### src/rtl/lr_traffic_monitor.sv
// -----------------------------------------------------------------------------
// lr_traffic_monitor
//
// Watches a highway / local-road light pair and the local-road car queue.
//   * Queue side: counts cars waiting on the local road (0..15) and the total
//     number of cars that have departed (8-bit, wrapping). A car departs every
//     second cycle of local-road green while the queue is non-empty.
//   * Light side: a phase FSM follows the legal light sequence and latches the
//     first rule violation it sees (sticky until reset).
//
// Ports
//   clk          in   1  single clock, all state on posedge
//   rst_n        in   1  synchronous active-low reset
//   car_arrive   in   1  one-cycle pulse, one car joins the queue
//   hw_light     in   3  highway light, one-hot G=100 Y=010 R=001
//   lr_light     in   3  local-road light, same encoding
//   lr_has_car   out  1  queue non-empty (combinational from car_count)
//   car_count    out  4  queue occupancy
//   cars_passed  out  8  departed cars, wraps 255->0
//   overflow     out  1  sticky, an arrival was dropped at a full queue
//   violation    out  1  sticky, a light-sequence rule was broken
//   err_code     out  3  code of the first violation, 0 = none
//   dbg_state    out  3  current phase FSM state (phase_e encoding)
//
// Input contract: there is no handshake. car_arrive is an unqualified pulse
// that is accepted in the cycle it is high, and both lights are sampled every
// cycle; the monitor can never stall its environment.
// -----------------------------------------------------------------------------
module lr_traffic_monitor (
    input  logic       clk,
    input  logic       rst_n,
    input  logic       car_arrive,
    input  logic [2:0] hw_light,
    input  logic [2:0] lr_light,
    output logic       lr_has_car,
    output logic [3:0] car_count,
    output logic [7:0] cars_passed,
    output logic       overflow,
    output logic       violation,
    output logic [2:0] err_code,
    output logic [2:0] dbg_state
);

    localparam logic [2:0] LIGHT_G = 3'b100;
    localparam logic [2:0] LIGHT_Y = 3'b010;
    localparam logic [2:0] LIGHT_R = 3'b001;

    typedef enum logic [2:0] {
        SYNC    = 3'd0,
        HW_GO   = 3'd1,
        HW_WARN = 3'd2,
        RED_A   = 3'd3,
        LR_GO   = 3'd4,
        LR_WARN = 3'd5,
        RED_B   = 3'd6,
        ERR     = 3'd7
    } phase_e;

    // Light pair {hw, lr} that belongs to each sequencing state.
    function automatic logic [5:0] phase_lights(input phase_e s);
        case (s)
            HW_GO:   phase_lights = {LIGHT_G, LIGHT_R};
            HW_WARN: phase_lights = {LIGHT_Y, LIGHT_R};
            RED_A:   phase_lights = {LIGHT_R, LIGHT_R};
            LR_GO:   phase_lights = {LIGHT_R, LIGHT_G};
            LR_WARN: phase_lights = {LIGHT_R, LIGHT_Y};
            RED_B:   phase_lights = {LIGHT_R, LIGHT_R};
            default: phase_lights = 6'b000000;
        endcase
    endfunction

    function automatic phase_e phase_succ(input phase_e s);
        case (s)
            HW_GO:   phase_succ = HW_WARN;
            HW_WARN: phase_succ = RED_A;
            RED_A:   phase_succ = LR_GO;
            LR_GO:   phase_succ = LR_WARN;
            LR_WARN: phase_succ = RED_B;
            RED_B:   phase_succ = HW_GO;
            default: phase_succ = s;
        endcase
    endfunction

    // ---------------------------------------------------------------- state
    phase_e      state_q, state_d;
    logic [7:0]  phase_cnt_q, phase_cnt_d;
    logic        depart_tmr_q, depart_tmr_d;
    logic [3:0]  car_count_q, car_count_d;
    logic [7:0]  cars_passed_q, cars_passed_d;
    logic        overflow_q, overflow_d;
    logic        violation_q, violation_d;
    logic [2:0]  err_code_q, err_code_d;

    // ---------------------------------------------------------------- queue
    logic lr_green;
    logic departure;

    always_comb begin
        lr_green      = (lr_light == LIGHT_G);
        // Timer alternates 0/1 through a green run, so cars leave on the
        // 2nd, 4th, 6th ... green cycle.
        depart_tmr_d  = lr_green ? ~depart_tmr_q : 1'b0;
        departure     = lr_green && depart_tmr_q && (car_count_q != 4'd0);

        car_count_d   = car_count_q;
        cars_passed_d = cars_passed_q;
        overflow_d    = overflow_q;

        if (departure) begin
            cars_passed_d = cars_passed_q + 8'd1;
            if (!car_arrive) begin
                car_count_d = car_count_q - 4'd1;
            end
        end else if (car_arrive) begin
            if (car_count_q == 4'd15) begin
                overflow_d = 1'b1;
            end else begin
                car_count_d = car_count_q + 4'd1;
            end
        end
    end

    // ---------------------------------------------------------------- checks
    logic       hw_legal, lr_legal;
    logic       checks_on;
    logic [5:0] pair;
    logic       match_cur, match_nxt, leaving;
    logic       err1, err2, err3, err4, err5, err6, err7;
    logic [2:0] new_code;

    always_comb begin
        hw_legal  = (hw_light == LIGHT_G) || (hw_light == LIGHT_Y) || (hw_light == LIGHT_R);
        lr_legal  = (lr_light == LIGHT_G) || (lr_light == LIGHT_Y) || (lr_light == LIGHT_R);
        // Sequence checks only mean something once the FSM is locked to the
        // lights; SYNC only rejects illegal encodings, ERR checks nothing.
        checks_on = (state_q != SYNC) && (state_q != ERR);
        pair      = {hw_light, lr_light};
        match_cur = (pair == phase_lights(state_q));
        match_nxt = (pair == phase_lights(phase_succ(state_q)));
        leaving   = checks_on && !match_cur && match_nxt;

        err1 = (state_q != ERR) && (!hw_legal || !lr_legal);
        err2 = checks_on && (hw_light != LIGHT_R) && (lr_light != LIGHT_R);
        err3 = checks_on && !match_cur && !match_nxt;
        err4 = leaving && ((state_q == HW_WARN) || (state_q == LR_WARN))
               && (phase_cnt_q != 8'd25);
        err5 = leaving && ((state_q == RED_A) || (state_q == RED_B))
               && (phase_cnt_q != 8'd1);
        err6 = leaving && (state_q == LR_GO) && (phase_cnt_q != 8'd70);
        err7 = leaving && (state_q == HW_GO) && (phase_cnt_q < 8'd70);

        // Lowest code wins when several rules break in the same cycle.
        if      (err1) new_code = 3'd1;
        else if (err2) new_code = 3'd2;
        else if (err3) new_code = 3'd3;
        else if (err4) new_code = 3'd4;
        else if (err5) new_code = 3'd5;
        else if (err6) new_code = 3'd6;
        else if (err7) new_code = 3'd7;
        else           new_code = 3'd0;
    end

    // ---------------------------------------------------------------- phase FSM
    always_comb begin
        state_d     = state_q;
        violation_d = violation_q;
        err_code_d  = err_code_q;

        if (new_code != 3'd0) begin
            state_d     = ERR;
            violation_d = 1'b1;
            err_code_d  = new_code;
        end else if (state_q == SYNC) begin
            if (pair == {LIGHT_G, LIGHT_R}) begin
                state_d = HW_GO;
            end
        end else if (leaving) begin
            state_d = phase_succ(state_q);
        end

        // Counts cycles spent in the current state, including this one.
        if (state_d != state_q) begin
            phase_cnt_d = 8'd1;
        end else if (phase_cnt_q == 8'd255) begin
            phase_cnt_d = 8'd255;
        end else begin
            phase_cnt_d = phase_cnt_q + 8'd1;
        end
    end

    // ---------------------------------------------------------------- registers
    always_ff @(posedge clk) begin
        if (!rst_n) begin
            state_q       <= SYNC;
            phase_cnt_q   <= 8'd0;
            depart_tmr_q  <= 1'b0;
            car_count_q   <= 4'd0;
            cars_passed_q <= 8'd0;
            overflow_q    <= 1'b0;
            violation_q   <= 1'b0;
            err_code_q    <= 3'd0;
        end else begin
            state_q       <= state_d;
            phase_cnt_q   <= phase_cnt_d;
            depart_tmr_q  <= depart_tmr_d;
            car_count_q   <= car_count_d;
            cars_passed_q <= cars_passed_d;
            overflow_q    <= overflow_d;
            violation_q   <= violation_d;
            err_code_q    <= err_code_d;
        end
    end

    // ---------------------------------------------------------------- outputs
    assign lr_has_car  = (car_count_q != 4'd0);
    assign car_count   = car_count_q;
    assign cars_passed = cars_passed_q;
    assign overflow    = overflow_q;
    assign violation   = violation_q;
    assign err_code    = err_code_q;
    assign dbg_state   = state_q;

endmodule

### config.mk
export PLATFORM = sky130hd
export DESIGN_NAME = lr_traffic_monitor
export DESIGN_NICKNAME = d
export VERILOG_FILES = /design/src/rtl/lr_traffic_monitor.sv
export SDC_FILE = /design/constraint.sdc
export NUM_CORES = 1
export LEC_CHECK = 0
export BUFFER_PORTS_ARGS = -buffer_cell sky130_fd_sc_hd__buf_2
export CAP_MARGIN = 20
export CORE_MARGIN = 3
export CORE_UTILIZATION = 50
export CTS_CLUSTER_SIZE = 24
export DETAILED_ROUTE_END_ITERATION = 7
export PLACE_DENSITY = 0.72
export SYNTH_ARGS = -nofsm -noshare
export SYNTH_HDL_FRONTEND = slang
export SYNTH_SLANG_ARGS = --single-unit
### constraint.sdc
create_clock -name clk -period 3.2 [get_ports clk]
set_input_delay 0.48 -clock clk [delete_from_list [all_inputs] [get_ports clk]]
set_output_delay 0.48 -clock clk [all_outputs]
set_load 0.02 [all_outputs]
# Word level (Yosys, flattened, before mapping)
# Index checks and enable logic that the tools add are counted.
[word_totals]
regBits = 29
in_bits = 9
wordCells = 108
out_inout_bits = 21
[classes]
n_lt_le_gt_ge = 1
addsub = 4
mux = 20
reduce_logical = 39
n_bitwise = 3
eq_ne = 32
[op_table]
columns = ["cell", "n"]
rows = [
  ["$pmux 6 s5", 2],
  ["$mux 3", 11],
  ["$eq 3x3->1 const B", 8],
  ["$eq 3x2->1 const B", 6],
  ["$pmux 3 s6", 1],
  ["$logic_and 1x1->1", 17],
  ["$add 8x1->8 const B", 2],
  ["$mux 4", 4],
  ["$eq 3x1->1 const B", 4],
  ["$eq 6x6->1", 2],
  ["$eq 8x8->1 const B", 1],
  ["$lt 8x7->1 const B", 1],
  ["$mux 8", 1],
  ["$ne 8x1->1 const B", 1],
  ["$ne 8x5->1 const B", 1],
  ["$ne 8x7->1 const B", 1],
  ["$logic_or 1x1->1", 7],
  ["$eq 6x6->1 const B", 1],
  ["$ne 3x1->1 const B", 2],
  ["$reduce_and 3->1", 2],
  ["$reduce_bool 3->1", 2],
  ["$reduce_or 2->1", 3],
  ["$add 4x1->4 const B", 1],
  ["$eq 4x4->1 const B", 1],
  ["other kinds (11)", 17],
]

# Depth between registers and ports, before layout
# Gate-level depths: netlist of run 1.
[depth]
ltp_word = 20
depth_mapped = 11

# Least setup slack after synthesis of run 1
# No wires, ideal clock.
[synth_timing]
path_type = "register to register"
from = "register car_count_q[0], in the netlist car_count[0]"
to = "register car_count_q[3], in the netlist car_count[3]"
n_path_buf = 0
arrival_ns = 2.445
slack_ns = 0.627
period_less_slack_ns = 2.573
t_required_ns = 3.072
path_stages_with_launch = 11
path_cell_list = "dfxtp_1 > or4_1 > nand3_1 > inv_2 > ha_1 > a21o_1 > a21oi_1 > xnor2_1 > nand2_1 > xor2_1 > nor2_1"
[synth_via]
elab_chain_len = 4
[synth_lines]
columns = ["element", "line_no", "text"]
rows = [
  ["start: declaration", "88", "logic [3:0] car_count_q, car_count_d;"],
  ["start signal: assignment", "206", "car_count_q <= car_count_d;"],
  ["$reduce_bool 4->1 *", "--", ""],
  ["net lr_has_car", "35", "output logic lr_has_car,"],
  ["$logic_and 1x1->1 *", "103", "departure = lr_green && depart_tmr_q && (car_count_q != 4'd0);"],
  ["net departure", "96", "logic departure;"],
  ["$ne 2x2->1 (no source line) or $reduce_bool 2->1 (tied branches)", "--", ""],
  ["$reduce_and 3->1 (no source line)", "--", ""],
]
# Mark *: on every way through the listed nets, which the timed path passes. The rest lies on a longest branch. The select of a mux whose other input is x is not followed.
# A chain may end at the register's enable or synchronous reset.

# Worst setup path in the final report of run 1
[layout_timing]
from = "register state_q[0], in the netlist dbg_state[0]"
to = "register phase_cnt_q[1]"
[layout_via]
elab_chain_len = 20
[layout_lines]
columns = ["element", "line_no", "text"]
rows = [
  ["start: declaration", "85", "phase_e state_q, state_d;"],
  ["start signal: assignment", "203", "state_q <= state_d;"],
  ["$eq 3x3->1, or another cell as far along", "61, 73, 147", ""],
  ["$pmux 3 s6 or $reduce_or 2->1 (tied branches)", "--", ""],
  ["$eq 3x3->1, or another cell as far along", "61", "case (s)"],
  ["$reduce_or 2->1 (no source line) or $eq 6x6->1 (tied branches)", "--", ""],
  ["$pmux 6 s5 or $logic_not 1->1 (tied branches)", "61, 140, 144", ""],
  ["$eq 6x6->1 or $logic_and 1x1->1 (tied branches)", "139, 140, 144", ""],
  ["$logic_and 1x1->1", "140", "leaving = checks_on && !match_cur && match_nxt;"],
  ["$logic_and 1x1->1 (2 in series)", "150", "err7 = leaving && (state_q == HW_GO) && (phase_cnt_q < 8'd70);"],
  ["(+3 left out)", "--", ""],
  ["$mux 3", "156", "else if (err4) new_code = 3'd4;"],
  ["$mux 3", "155", "else if (err3) new_code = 3'd3;"],
  ["$mux 3", "154", "else if (err2) new_code = 3'd2;"],
  ["$mux 3", "153", "if (err1) new_code = 3'd1;"],
  ["$reduce_bool 3->1", "169", "if (new_code != 3'd0) begin"],
  ["$mux 3", "169", ""],
  ["$ne 3x3->1 *", "182", "if (state_d != state_q) begin"],
  ["$reduce_or 2->1 (no source line) *", "--", ""],
  ["end signal: assignment", "204", "phase_cnt_q <= phase_cnt_d;"],
  ["end: declaration", "86", "logic [7:0] phase_cnt_q, phase_cnt_d;"],
]
# Every way passes the cells marked *; elsewhere a longest branch is shown, timed or not.

==> results of run 1 <==
==> worst reg2reg max path, delay by kind of cell (launching register included) <==
kind | cells | cell delay (ps)
AO/OA/AOI/OAI | 5 | 1370
flip-flops | 1 | 820
AND/OR/NAND/NOR | 2 | 330
==> registers in the layout, indices dropped and copies added (netlist names) <==
name / cells
dbg_state: 3
depart_tmr_q: 1
err_code: 3
cars_passed: 8
phase_cnt_q: 8
car_count: 4
violation: 1
overflow: 1
==> worst paths after layout <==
kind	end	startpoint
min reg2reg	depart_tmr_q	depart_tmr_q
min	depart_tmr_q	depart_tmr_q
max reg2reg	phase_cnt_q[1]	dbg_state[0]
max	phase_cnt_q[1]	dbg_state[0]
==> power breakdown <==
group | internal [uW] | leakage (uW) | switching [uW] | total (uW)
Sequential | 371 | 0.000237 | 20.9 | 392
Combinational | 58.3 | 0.000638 | 83.5 | 142
Clock | 253 | 0.0000585 | 134 | 388
==> metal layers <==
metal	global-route usage [%]	wire, um	vias to the layer above
li1	-	-	875
met1	24.21	1846	787
met2	29.20	1767	38
met3	6.321	245	2
met4	6.700	22	0
met5	0	0	-
==> final cells by class <==
type	count	area share (%)
Tap cell	48	2.710
Sequential cell	29	26.20
Clock inverter	1	1.355
Multi-Input combinational cell	178	57.43
Clock buffer	7	3.896
Inverter	9	1.525
Timing Repair Buffer	30	6.889
==> cell usage in the layout, fill, tap and decap left out, drive strengths merged, types with 3 or more instances in the layout <==
cell / count
a31o: 3
xnor2: 9
nor2b: 7
a211oi: 3
a31oi: 4
xor2: 11
dfxtp: 29
o21ai: 6
nor3b: 4
and2: 3
a21boi: 7
nor2: 22
inv: 9
ha: 6
clkbuf: 7
nand4: 7
buf: 30
a21oi: 14
and3: 7
nand2: 12
nand3: 9
or3: 3
nor3: 5
==> logic make-up (layout without fill, tap and decap cells) <==
family                     Yosys count  in the layout
adders and majority gates            7              7
buffers and inverters               22             47
xor gates and xnor gates            20             20
muxes                                3              3
and+or+nand+nor                     94             94
DFF                                 29             29
AOI/OAI and AO/OA                   54             54
==> through the flow <==
step	area [um^2]	utilization [%]	std cells	setup WS [ps]	power [uW]
2_1_floorplan	1963	-	229	627.3	511.0
3_3_place_gp	2100	56.50	294	585.6	541.4
5_1_grt	2216	59.63	302	332.2	972.0
4_1_cts	2216	59.63	302	580.3	935.6
3_5_place_dp	2100	56.50	294	485.0	541.6
6_report	2216	59.63	302	613.5	921.8
==> results.cfg, run 1 <==
[outcome]
status = finished clean

[grt]
grt_max_degree = 27
grt_pass1_wl_um = 6796
grtUsageTotal_pct = 18.84
antenna_found_initial = 0
gr-total-overflow = 0
grt_pass1_vias = 1529

[clocking]
cts_buffers = 5
root_buffer = clkbuf_8
postCtsSetupRepairBufs = 0
clk_pin_slew_ps = 60
cts_tree = built
clk_latency_ps = 280
htree_levels = 2
clock_path_buffers = 2
cts_resized = 0
hold_buffers = 0
cts_sinks = 29

[worst_setup_path]
cp.arrival_ps = 2790
cpMaxStageDelayCell = dfxtp_1
max_stage_delay_ps = 820
crit_buf_inv = 0
cp_max_fo = 26
ff2ff_path_depth = 7
worstSetupStartpointType = flip-flop
rrSetupSlack_ps = 610
cp.depth = 7
critical_path_class = flip-flop to flip-flop
worst_setup_path_end_kind = flip-flop
crit_family = compound AO/OA/AOI/OAI gates
worst_ep_required_time_ps = 3410
crit_path_cell_trace = nor3b_1 -> o21ai_0 -> a32o_1 -> or3_4 -> o21ai_2 -> a2111oi_4 -> a21boi_1

[route]
drc = 0
drt_iter0_markers = 177
viasPerCell = 5.636
routedWlPerCell_um = 12.85
drtAntennaViolNets = 0
dr_total_vias = 1702
drt-total-wl_um = 3881
firstDrtPassIters = 4

[synthesis]
synthDominantCellAreaShare_pct = 29.57
synth_area_leader_cell = dfxtp_1
synthAdderAreaFrac_pct = 4.844
netlist_area_mm2 = 0.001963
ys_ff_latch = 29
yosys-top-cells-area = dfxtp_1, xor2_1, nor2_1
synth_nets = 245
synth_simple_gate_area_share_pct = 28.62
syn_inst = 229
synth-compound-area-share_pct = 20.84
synth_warnings = 0
async_flop_share_pct = 0
synth_mux_area_share_pct = 1.593
synthFlopType = dfxtp_1
synth_common_cells = dfxtp_1, nor2_1, a21oi_1
synth_xor_area_share_pct = 8.923
yosysSeqAreaShare_pct = 29.57
synth.distinct_cells = 65
synth_edf_count = 0
post-synth-top-count-cell = dfxtp_1
syn_avg_cell_area_um2 = 8.573
synth_top_family_by_area = simple AND/OR/NAND/NOR gates

[die]
rows = 22
initial_utilization_pct = 52.83
fp.dieArea_mm2 = 0.004714
chipHeight_um = 68.66
core_mm2 = 0.003716
io_pins = 30
fp.dieW_um = 68.66

[cells_and_area]
layout.nets = 269
regArea_um2 = 580.6
diodes = 0
drive_above_1_share_pct = 21.65
multi_input_area_mm2 = 0.001272
area_growth_pct = 12.87
fillerInstances = 353

[timing]
fin_skew_ps = 8.524
fin_crit_sh_pct = 80.83
slew_headroom_pct = 47.91
max_freq_mhz = 386.6
fin_tns_setup_ps = 0
hold_violations = 0
hold_ws_ps = 432.8
rsz0062_at_grt = no
period_needed_ps = 2587
final-setup-viol-count = 0
slew_viol_final = 0
max_slew.worst_pin.slew_ps = 780.3

[power_and_ir_drop]
ir_drop_uv = 392.2
leakage_uw = 0.0009334
power_density_mw_per_mm2 = 416.0

[min_path]
holdPathStages = 1
min_path_type = flip-flop to flip-flop

[place]
gp_congestion = 0.8239
io_buffers = 29
hpwl_um = 2801

[flow_run]
maxCapViolations = 0
Power figures use the tool's default switching activity.
==> run 2: changes to the inputs <==
Settings changed: ABC_AREA from default to 1, PLACE_DENSITY 0.72 to 0.71.
Clock period 3.2 ns to 2.4 ns, I/O delays scaled along.
==> results.cfg, run 2 <==
[timing]
slew_viol_final = 0
fin_tns_setup_ps = 0
fin_skew_ps = 5.279
final-setup-viol-count = 0
slew_headroom_pct = 71.66
hold_ws_ps = 420.7
fin_crit_sh_pct = 94.02
max_slew.worst_pin.slew_ps = 423.6
max_freq_mhz = 443.2
period_needed_ps = 2257
hold_violations = 0

[power_and_ir_drop]
switching_power_uw = 385.8
ir_drop_uv = 459.8
pwr-share-seq_pct = 42.3
power_density_mw_per_mm2 = 467.3
clkPwrFrac_pct = 34.9
p_comb_share_pct = 22.8
swShare_pct = 31.97
power.internal_uw = 820.9
leakage_uw = 0.001257

[clocking]
cts_buffers = 5
clk_pin_slew_ps = 60
clk_latency_ps = 280
cts_sinks = 29
root_buffer = clkbuf_8
htree_levels = 2
hold_buffers = 0
cts_tree = built
clock_path_buffers = 2

[synthesis]
synth_edf_count = 0
syn_avg_cell_area_um2 = 6.278
synth_nets = 354
synth_area_leader_cell = dfxtp_1
synth.distinct_cells = 32
netlist_area_mm2 = 0.002122
ys_ff_latch = 29
synth_warnings = 0
yosysSeqAreaShare_pct = 27.36
post-synth-top-count-cell = nand2_1
yosys-top-cells-area = dfxtp_1, nand2_1, nor2_1
synth_common_cells = nand2_1, nor2_1, inv_1
syn_inst = 338
synthFlopType = dfxtp_1
synthDominantCellAreaShare_pct = 27.36
async_flop_share_pct = 0

[worst_setup_path]
crit_buf_inv = 3
worstSetupStartpointType = flip-flop
crit_path_cell_trace = buf_6 -> nor2_4 -> nand2_2 -> nand2_1 -> nand2_1 -> nor2_2 -> nand2_2 -> nor2_4 -> o2111ai_2 -> inv_2 -> nor2_4 -> buf_4 -> nand3_1 -> nand2_2 -> nor2_4 -> nand3_4 -> nor2_1
cp.arrival_ps = 2470
crit_family = simple AND/OR/NAND/NOR gates
cpMaxStageDelayCell = dfxtp_2
crit_path_frequent_cell = nor2_4
rrSetupSlack_ps = 140
max_stage_delay_ps = 340
worst_setup_path_end_kind = flip-flop
critical_path_class = flip-flop to flip-flop
worst_ep_required_time_ps = 2610
cp_max_fo = 7

[place]
gp_congestion = 0.9797
hpwl_um = 3928
io_buffers = 29
place_inst = 419

[grt]
antenna_found_initial = 0
gr-total-overflow = 0
grtUsageTotal_pct = 20.90
grt_pass1_wl_um = 8811
grt_max_degree = 14
grt_pass1_vias = 1962

[cells_and_area]
final_cells = 429
fillerInstances = 382
post-route-util_pct = 63.64
diodes = 0
layout_commonest_cell = nand2_1
layout.nets = 394
final_cell_mix = nand2_1, inv_1, nor2_1, buf_2, dfxtp_1
drive_above_1_share_pct = 24.54
area_growth_pct = 21.70

[die]
initial_utilization_pct = 52.30
core_mm2 = 0.004058
rows = 23
chipHeight_um = 71.15
fp.dieW_um = 71.15
io_pins = 30
fp.dieArea_mm2 = 0.005062

[route]
drtAntennaViolNets = 0
drt-total-wl_um = 5101
drt_iter0_markers = 174
routedWlPerCell_um = 11.89
drc = 0
dr_total_vias = 2172
viasPerCell = 5.063
firstDrtPassIters = 4

[min_path]
min_path_type = flip-flop to flip-flop

[flow_run]
maxCapViolations = 0

[outcome]
status = finished clean
[run 2: cell count changes in the layout (fill, tap and decap cells not counted), sizes merged, moves of 4 or more]
cell	delta
xnor2	-9
nand3	+21
nand2	+94
and3	-7
inv	+33
o21ai	+11
a21boi	-7
nor2b	-7
nor3	+8
nor2	+28
buf	+9
a31oi	-4
[run 2: worst paths after layout]
kind,to,cells after the start,start
setup / recovery,phase_cnt_q[2],17,dbg_state[0]
hold / removal,depart_tmr_q,1,depart_tmr_q
setup reg to reg,phase_cnt_q[2],17,dbg_state[0]
hold reg to reg,depart_tmr_q,1,depart_tmr_q
[run 2: cells by family (layout without fill, tap and decap cells)]
family          Yosys count  count (layout)  synth area share, %
simple gates            209             209                45.40
fa+ha+maj                 7               7                4.481
flops                    29              29                27.36
xor+xnor                  8               8                3.302
compound gates           37              37                9.847
buf+inv                  48              89                9.611
[run 2: worst reg2reg max path: stages, from the launching register on]
cell and delay (ps):
dfxtp_2 340, buf_6 140, nor2_4 130, nand2_2 70, nand2_1 60, nand2_1 50
nor2_2 120, nand2_2 80, nor2_4 170, o2111ai_2 190, inv_2 120, nor2_4 50
buf_4 130, nand3_1 70, nand2_2 70, nor2_4 150, nand3_4 130, nor2_1 120
[run 2: cell type report]
cell class	instances	area, um^2	share of cell area, %
inverters	42	167.7	6.492
clock buffers	6	82.58	3.198
clock inverters	2	13.76	0.5329
repair buffers	39	239.0	9.254
flip-flops and latches	29	586.8	22.72
well taps	50	62.56	2.422
multi-input cells	261	1430	55.38
[run 2: routing by layer]
metal  track usage (%)  up-vias  wire [um]
met4             3.967        0         17
met2             30.51       56       2219
met1             31.77      945       2609
met3             4.261        2        255
met5                 0        -          0
li1                  -     1169          -
[run 2: through the flow]
step	total power (uW)	setup WS, ps	instance area (um^2)
finish	1207	143.4	2582
global route	1272	-71.11	2582
CTS	1185	35.90	2445
detailed placement	767.0	51.95	2349
global placement	766.2	94.26	2349
floorplan	699.6	79.23	2123
[run 2: power groups by stage]
stage	Combinational (uW)	Clock [uW]	Sequential, uW
2_1_floorplan	169	0	531
3_3_place_gp	247	0	519
3_5_place_dp	248	0	519
4_1_cts	249	427	508
5_1_grt	308	452	513
6_report	276	421	510
[run 2: repair_timing]
action                     CTS  global route
setup buffers                0             2
setup endpoints to repair    0             8
gates resized for setup      0            34
